`config.mk`:
```
export PLATFORM = sky130hd
export DESIGN_NAME = dmem_arbiter
export DESIGN_NICKNAME = d
export VERILOG_FILES = /design/src/rtl/dmem_arb_pkg.sv /design/src/rtl/dmem_arb_pick.sv /design/src/rtl/dmem_arbiter.sv
export SDC_FILE = /design/constraint.sdc
export NUM_CORES = 1
export LEC_CHECK = 0
export CAP_MARGIN = 25
export CORE_AREA = 2 2 119 121
export DETAILED_ROUTE_END_ITERATION = 7
export DIE_AREA = 0 0 121 123
export HOLD_SLACK_MARGIN = 0.02
export PLACE_DENSITY = 0.94
export SLEW_MARGIN = 20
export SYNTH_ARGS = -nofsm -noshare
export SYNTH_HDL_FRONTEND = slang
export SYNTH_SLANG_ARGS = --single-unit
export TNS_END_PERCENT = 20
```
`constraint.sdc`:
```
create_clock -name Clk -period 3.1 [get_ports Clk]
set_input_delay 0.93 -clock Clk [delete_from_list [all_inputs] [get_ports Clk]]
set_output_delay 0.93 -clock Clk [all_outputs]
set_load 0.01 [all_outputs]
```
`src/rtl/dmem_arb_pkg.sv`:
```
// dmem_arb_pkg: shared defaults, FSM encoding and port indices for dmem_arbiter.
package dmem_arb_pkg;
    localparam int DEF_ADDR_W = 8;
    localparam int DEF_DATA_W = 32;
    typedef enum logic {IDLE = 1'b0, ACCESS = 1'b1} arbState_t;
    localparam logic PORT0 = 1'b0;
    localparam logic PORT1 = 1'b1;
endpackage

```
`src/rtl/dmem_arb_pick.sv`:
```
// dmem_arb_pick: combinational winner select; round-robin under DMEM_ARB_RR_EN, else fixed port-0 priority.
module dmem_arb_pick (
    input  logic req0,
    input  logic req1,
`ifdef DMEM_ARB_RR_EN
    input  logic lastServed,
`endif
    output logic gnt0,
    output logic gnt1
);
    always_comb begin
`ifdef DMEM_ARB_RR_EN
        gnt0 = req0 & (~req1 | lastServed);
`else
        gnt0 = req0;
`endif
        gnt1 = req1 & ~gnt0;
    end
endmodule

```
`src/rtl/dmem_arbiter.sv`:
```
// dmem_arbiter: two-port arbiter in front of a single-port data memory with a registered access stage.
// Define DMEM_ARB_RR_EN for round-robin arbitration; default is fixed priority to port 0.
module dmem_arbiter
    import dmem_arb_pkg::*;
#(
    parameter int ADDR_W = DEF_ADDR_W,
    parameter int DATA_W = DEF_DATA_W
) (
    input  logic              Clk,
    input  logic              Rst_n,
    input  logic              Req0,
    input  logic              We0,
    input  logic [31:0]       Addr0,
    input  logic [DATA_W-1:0] WrData0,
    input  logic              Req1,
    input  logic              We1,
    input  logic [31:0]       Addr1,
    input  logic [DATA_W-1:0] WrData1,
    output logic              Gnt0,
    output logic              Gnt1,
    output logic [DATA_W-1:0] RdData0,
    output logic [DATA_W-1:0] RdData1,
    output logic              RdValid0,
    output logic              RdValid1,
    output logic              Err0,
    output logic              Err1,
    output logic [31:0]       DmemAddr,
    output logic              DmemWrite,
    output logic [DATA_W-1:0] DmemWrData,
    input  logic [DATA_W-1:0] DmemRdData
);
    arbState_t         state, nextState;
    logic              pickGnt0, pickGnt1, anyReq;
    logic              selPort, selWe, selOor;
    logic [31:0]       selAddr;
    logic [DATA_W-1:0] selData;
    logic              accOwner, accRead, accErr, doRead, doErr;
`ifdef DMEM_ARB_RR_EN
    logic              lastServed;
`endif

    dmem_arb_pick uPick (
        .req0       (Req0),
        .req1       (Req1),
`ifdef DMEM_ARB_RR_EN
        .lastServed (lastServed),
`endif
        .gnt0       (pickGnt0),
        .gnt1       (pickGnt1)
    );

    // Grants are masked during reset so nothing is offered while the stage is held clear.
    always_comb begin
        anyReq    = Req0 | Req1;
        Gnt0      = pickGnt0 & Rst_n;
        Gnt1      = pickGnt1 & Rst_n;
        nextState = anyReq ? ACCESS : IDLE;
        selPort   = pickGnt1 ? PORT1 : PORT0;
        selWe     = (selPort == PORT1) ? We1 : We0;
        selAddr   = (selPort == PORT1) ? Addr1 : Addr0;
        selData   = (selPort == PORT1) ? WrData1 : WrData0;
        selOor    = |selAddr[31:ADDR_W];
        doRead    = (state == ACCESS) & accRead;
        doErr     = (state == ACCESS) & accErr;
    end

    always_ff @(posedge Clk or negedge Rst_n) begin
        if (!Rst_n)
            state <= IDLE;
        else
            state <= nextState;
    end

`ifdef DMEM_ARB_RR_EN
    always_ff @(posedge Clk or negedge Rst_n) begin
        if (!Rst_n)
            lastServed <= PORT1;
        else if (anyReq)
            lastServed <= selPort;
    end
`endif

    // Write strobe is a flop so an asynchronous reset kills a pending write at once.
    always_ff @(posedge Clk or negedge Rst_n) begin
        if (!Rst_n) begin
            accOwner   <= PORT0;
            accRead    <= 1'b0;
            accErr     <= 1'b0;
            DmemAddr   <= '0;
            DmemWrite  <= 1'b0;
            DmemWrData <= '0;
            RdData0    <= '0;
            RdData1    <= '0;
            RdValid0   <= 1'b0;
            RdValid1   <= 1'b0;
            Err0       <= 1'b0;
            Err1       <= 1'b0;
        end else begin
            DmemWrite <= anyReq & selWe & ~selOor;
            if (anyReq) begin
                accOwner   <= selPort;
                accRead    <= ~selWe & ~selOor;
                accErr     <= selOor;
                DmemAddr   <= selAddr;
                DmemWrData <= selData;
            end
            RdValid0 <= doRead & (accOwner == PORT0);
            RdValid1 <= doRead & (accOwner == PORT1);
            Err0     <= doErr & (accOwner == PORT0);
            Err1     <= doErr & (accOwner == PORT1);
            if (doRead && accOwner == PORT0)
                RdData0 <= DmemRdData;
            if (doRead && accOwner == PORT1)
                RdData1 <= DmemRdData;
        end
    end
endmodule

```
# [Word-level counts from Yosys, hierarchy flattened]
# Index checks and enable logic that the tools add are counted.
[classes] muxes=5 n_reduce_logical=3 bitwise_logic=17
[op_table] op="$mux 32" count=2
[op_table] op="$reduce_or 24->1" count=1
[op_table] op="$and 1x1->1" count=12
[op_table] op="$not 1->1" count=4
[op_table] op="$mux 1" count=3
[op_table] op="$logic_and 1x1->1" count=2
[op_table] op="$or 1x1->1" count=1
[word_totals] in_bits=166 output_inout_bits=135 word_cells=38 register_bits=137

# [Logic depth before layout (Yosys ltp)]
[logic_depth] depth_word=7 depth_mapped=6 ltp_nobuf=4

# [Hierarchy]
# A second synthesis with hierarchy kept.
[hier_totals] cells_unflattened=529 hier_area_um2=5780.5
[by_module_without_submodules] mod="dmem_arbiter" cells_per_inst=527 seq_area_each_um2=3428.3 n_inst=1 area_each_um2=5759.3
[by_module_without_submodules] mod="dmem_arb_pick" cells_per_inst=2 seq_area_each_um2=0.0 n_inst=1 area_each_um2=21.3

# [Least setup slack after synthesis]
# Ideal clock, no wire load.
[synth_path] path_kind="in2out" start="input port Req1" end="output port Gnt1" path_slack_ns=0.707 n_path_buf=1 required_time_ns=2.170 arrival_time_ns=1.463 cell_stages=3 path_cell_list="clkbuf_1 and2b_1 and2_1"
[synth_between] elab_chain_len=2
[synth_lines] item="start, declared" line="dmem_arbiter.sv:15" source="input logic Req1,"
[synth_lines] item="$and 1x1->1" line="dmem_arb_pick.sv:17" source="gnt1 = req1 & ~gnt0;"
[synth_lines] item="$and 1x1->1" line="dmem_arbiter.sv:56" source="Gnt1 = pickGnt1 & Rst_n;"
[synth_lines] item="end, declared" line="dmem_arbiter.sv:20" source="output logic Gnt1,"
# No other way between the ends.

# [Worst setup path after layout]
[layout_path] start="input port Req0" end="output port Gnt1"
[layout_between] elab_chain_len=3
[layout_lines] item="start, declared" line="dmem_arbiter.sv:11" source="input logic Req0,"
[layout_lines] item="$not 1->1" line="dmem_arb_pick.sv:17"
[layout_lines] item="$and 1x1->1" line="dmem_arb_pick.sv:17"
[layout_lines] item="$and 1x1->1" line="dmem_arbiter.sv:56"
# No other way between the ends.

==> results.md <==
* Status: finished clean
* Slew headroom at 0.463
* Antenna Nets Post-Route at 0
* Data required time of the critical path at approximately 2.2 ns
* Clock Sinks at about 140
* Leakage at 4.15 nW
* Top_reg_cell synth: dfrtp_1
* Type of the most critical hold path: flop to flop
* Average wire per cell in the routed design at between 15 and 20 microns
* Core area at 0.0136 sq mm
* Clk Tree Root Cell: clkbuf_16
* Pwr Density at around 520 mW/mm^2
* CP max FO at 3
* Most common cell after layout, fill and taps aside: clkdlybuf4s50_1
* DP Wirelength at 13100 microns
* Cts repair resizes at 0
* Clock Tree Buf Depth at 2
* Final min period at 2.82 ns
* CP Launch Type: input port
* WL final at ~18000 microns
* Post-CTS setup repair buffer count at 0
* Detailed router's first-iteration violation count at 316
* Num CTS Buffers at 17
* FMAX at ~0.35 GHz
* CTS tree: yes
* Placer congestion estimate at roughly 0.83
* Hold Vio Cnt, Final at 0
* VDD IR max at ~0.00036 V
* Synth Area per Inst at roughly 11 sq um
* Data arrival, critical path at between 1.5 and 2 ns
* Netlist Area Pre-Place at between 0.005 and 0.006 sq mm
* CTS Hold Bufs at 0
* Antenna violations before repair at 0
* CTS H-tree depth at 4
* Reg-to-reg slack, setup at 1.66 ns
* Nets at between 900 and 1k
* Syn. warnings at 0
* Period utilization at 0.909
* Syn nets at between 600 and 700
* Pwr Total at a little under 5 mW
* Fin Setup TNS at 0 ns
* PortBufs at 300
* Max-cap violations at 0
* Chip Width at about 120 microns
* Syn Inst Count at roughly 530
* CP Capture Type: primary output
* Die area at roughly 0.015 sq mm
* First-pass GRT wire length at between 20000 and 30000 microns
* Largest net degree at the start of global routing at 69
* Vias in the first global route at roughly 5.2k
* Post-synth EDFFs at 0
* Fillers at a little under 1k
* N_diodes at 0
* IO Pins at 301
* Netlist cell types at 24
* Pins Over Slew Limit at 0
* Std cell rows at between 40 and 50
* Residual DRC at 0
* Clk_skew at roughly 0.007 ns
* Drt first pass iters at 4
* Final setup violation count at 0
* Clock slew at reported path FFs at 0.06 ns
* Vias per inst at 5.00
* Starting Density at 0.420
* Worst-Margin Slew at around 0.81 ns
* Layout cells sized above 1 at 0.0598
* Via count at 5082
* Sequential share of the synthesized area at 0.599
* Area Overhead vs Synth at 66.3%
* Pre-CTS setup slack at between 0.2 and 0.3 ns
* Setup slack after layout at around 0.28 ns
* Clock latency on the worst-skew pair at 0.41 ns
* Synth Register Bits at approximately 140
* CP Class: input port to primary output
* Die Y-Extent at roughly 120 microns
* GR Overflow Total at 0
* Most frequent cells in the layout: clkdlybuf4s50_1, nand2_1, dfrtp_1
* Ys async rst share at 1.00
* RSZ-0062 raised after global routing: no
* GRT Total Usage at 0.241
## sequential cells by signal (all words and copies together) (netlist names)
signal      flops
RdValid0        1
accErr          1
state           1
RdData0        32
RdValid1        1
accOwner        1
DmemWrite       1
accRead         1
DmemWrData     32
RdData1        32
Err1            1
Err0            1
DmemAddr       32
## final timing paths
kind | from | end | cells past startpoint
max | Req0 | Gnt1 | 4
min | RdData0[26]$_DFFE_PN0P_ | RdData0[26]$_DFFE_PN0P_ | 2
min in group asynchronous | Rst_n | RdData0[30]$_DFFE_PN0P_ | 2
min reg2reg | RdData0[26]$_DFFE_PN0P_ | RdData0[26]$_DFFE_PN0P_ | 2
max reg2reg | state$_DFF_PN0_ | RdData1[12]$_DFFE_PN0P_ | 3
max in group asynchronous | Rst_n | RdData1[27]$_DFFE_PN0P_ | 2
## power breakdown
part | switching (mW) | internal (mW)
clock | 0.820 | 1.37
sequential | 0.0674 | 1.90
combinational | 0.308 | 0.459
## synth_stat cells (all sizes together) (2+ instances only)
master / n / share of area
and2: 2 / 0.0022
nor4: 11 / 0.012
nor2b: 2 / 0.0022
nor2: 7 / 0.0046
clkbuf: 16 / 0.010
mux2: 32 / 0.063
nand2: 160 / 0.10
inv: 3 / 0.0020
mux2i: 64 / 0.11
dfrtp: 137 / 0.60
and2b: 2 / 0.0026
buf: 15 / 0.016
nand3: 3 / 0.0026
o21ai: 63 / 0.055
## cells by family after synthesis
kind of cell	synth area share
buffers and inverters	0.0280
multiplexers	0.175
AO/OA/AOI/OAI	0.0621
AND/OR/NAND/NOR	0.136
flip-flops	0.599
## critical path: stages
cell and delay [ns]:
buf_4 0.12, and2b_1 0.19, and2_1 0.12, clkdlybuf4s50_1 0.53
## through the flow
stage,hold slack (ns),cells,instance area [sq um],util
2_1_floorplan,0.447,525,5720,-
3_5_place_dp,0.462,984,8880,0.652
5_1_grt,0.497,1016,9520,0.699
3_3_place_gp,0.456,984,8880,0.652
4_1_cts,0.480,1016,9520,0.699
6_report,0.476,1016,9520,0.699
## area by class of cell
type,instances,area (sq um),share of cell area
sequential,137,3430,0.360
multi-input combinational,354,2140,0.225
tap,180,225,0.0237
clock inverter,15,214,0.0225
clock buffer,17,425,0.0447
timing repair buffer,310,3070,0.323
inverter,3,11.3,0.00118
## per-layer routing
metal  track usage  vias to the layer above  wire length [microns]
met2         0.426                      224                   9390
li1              -                     2370                      -
met5             0                        -                      0
met4        0.0814                        0                    241
met3        0.0752                       17                   1410
met1         0.279                     2471                   6930
No activity file was read; power rests on OpenSTA's default activity.
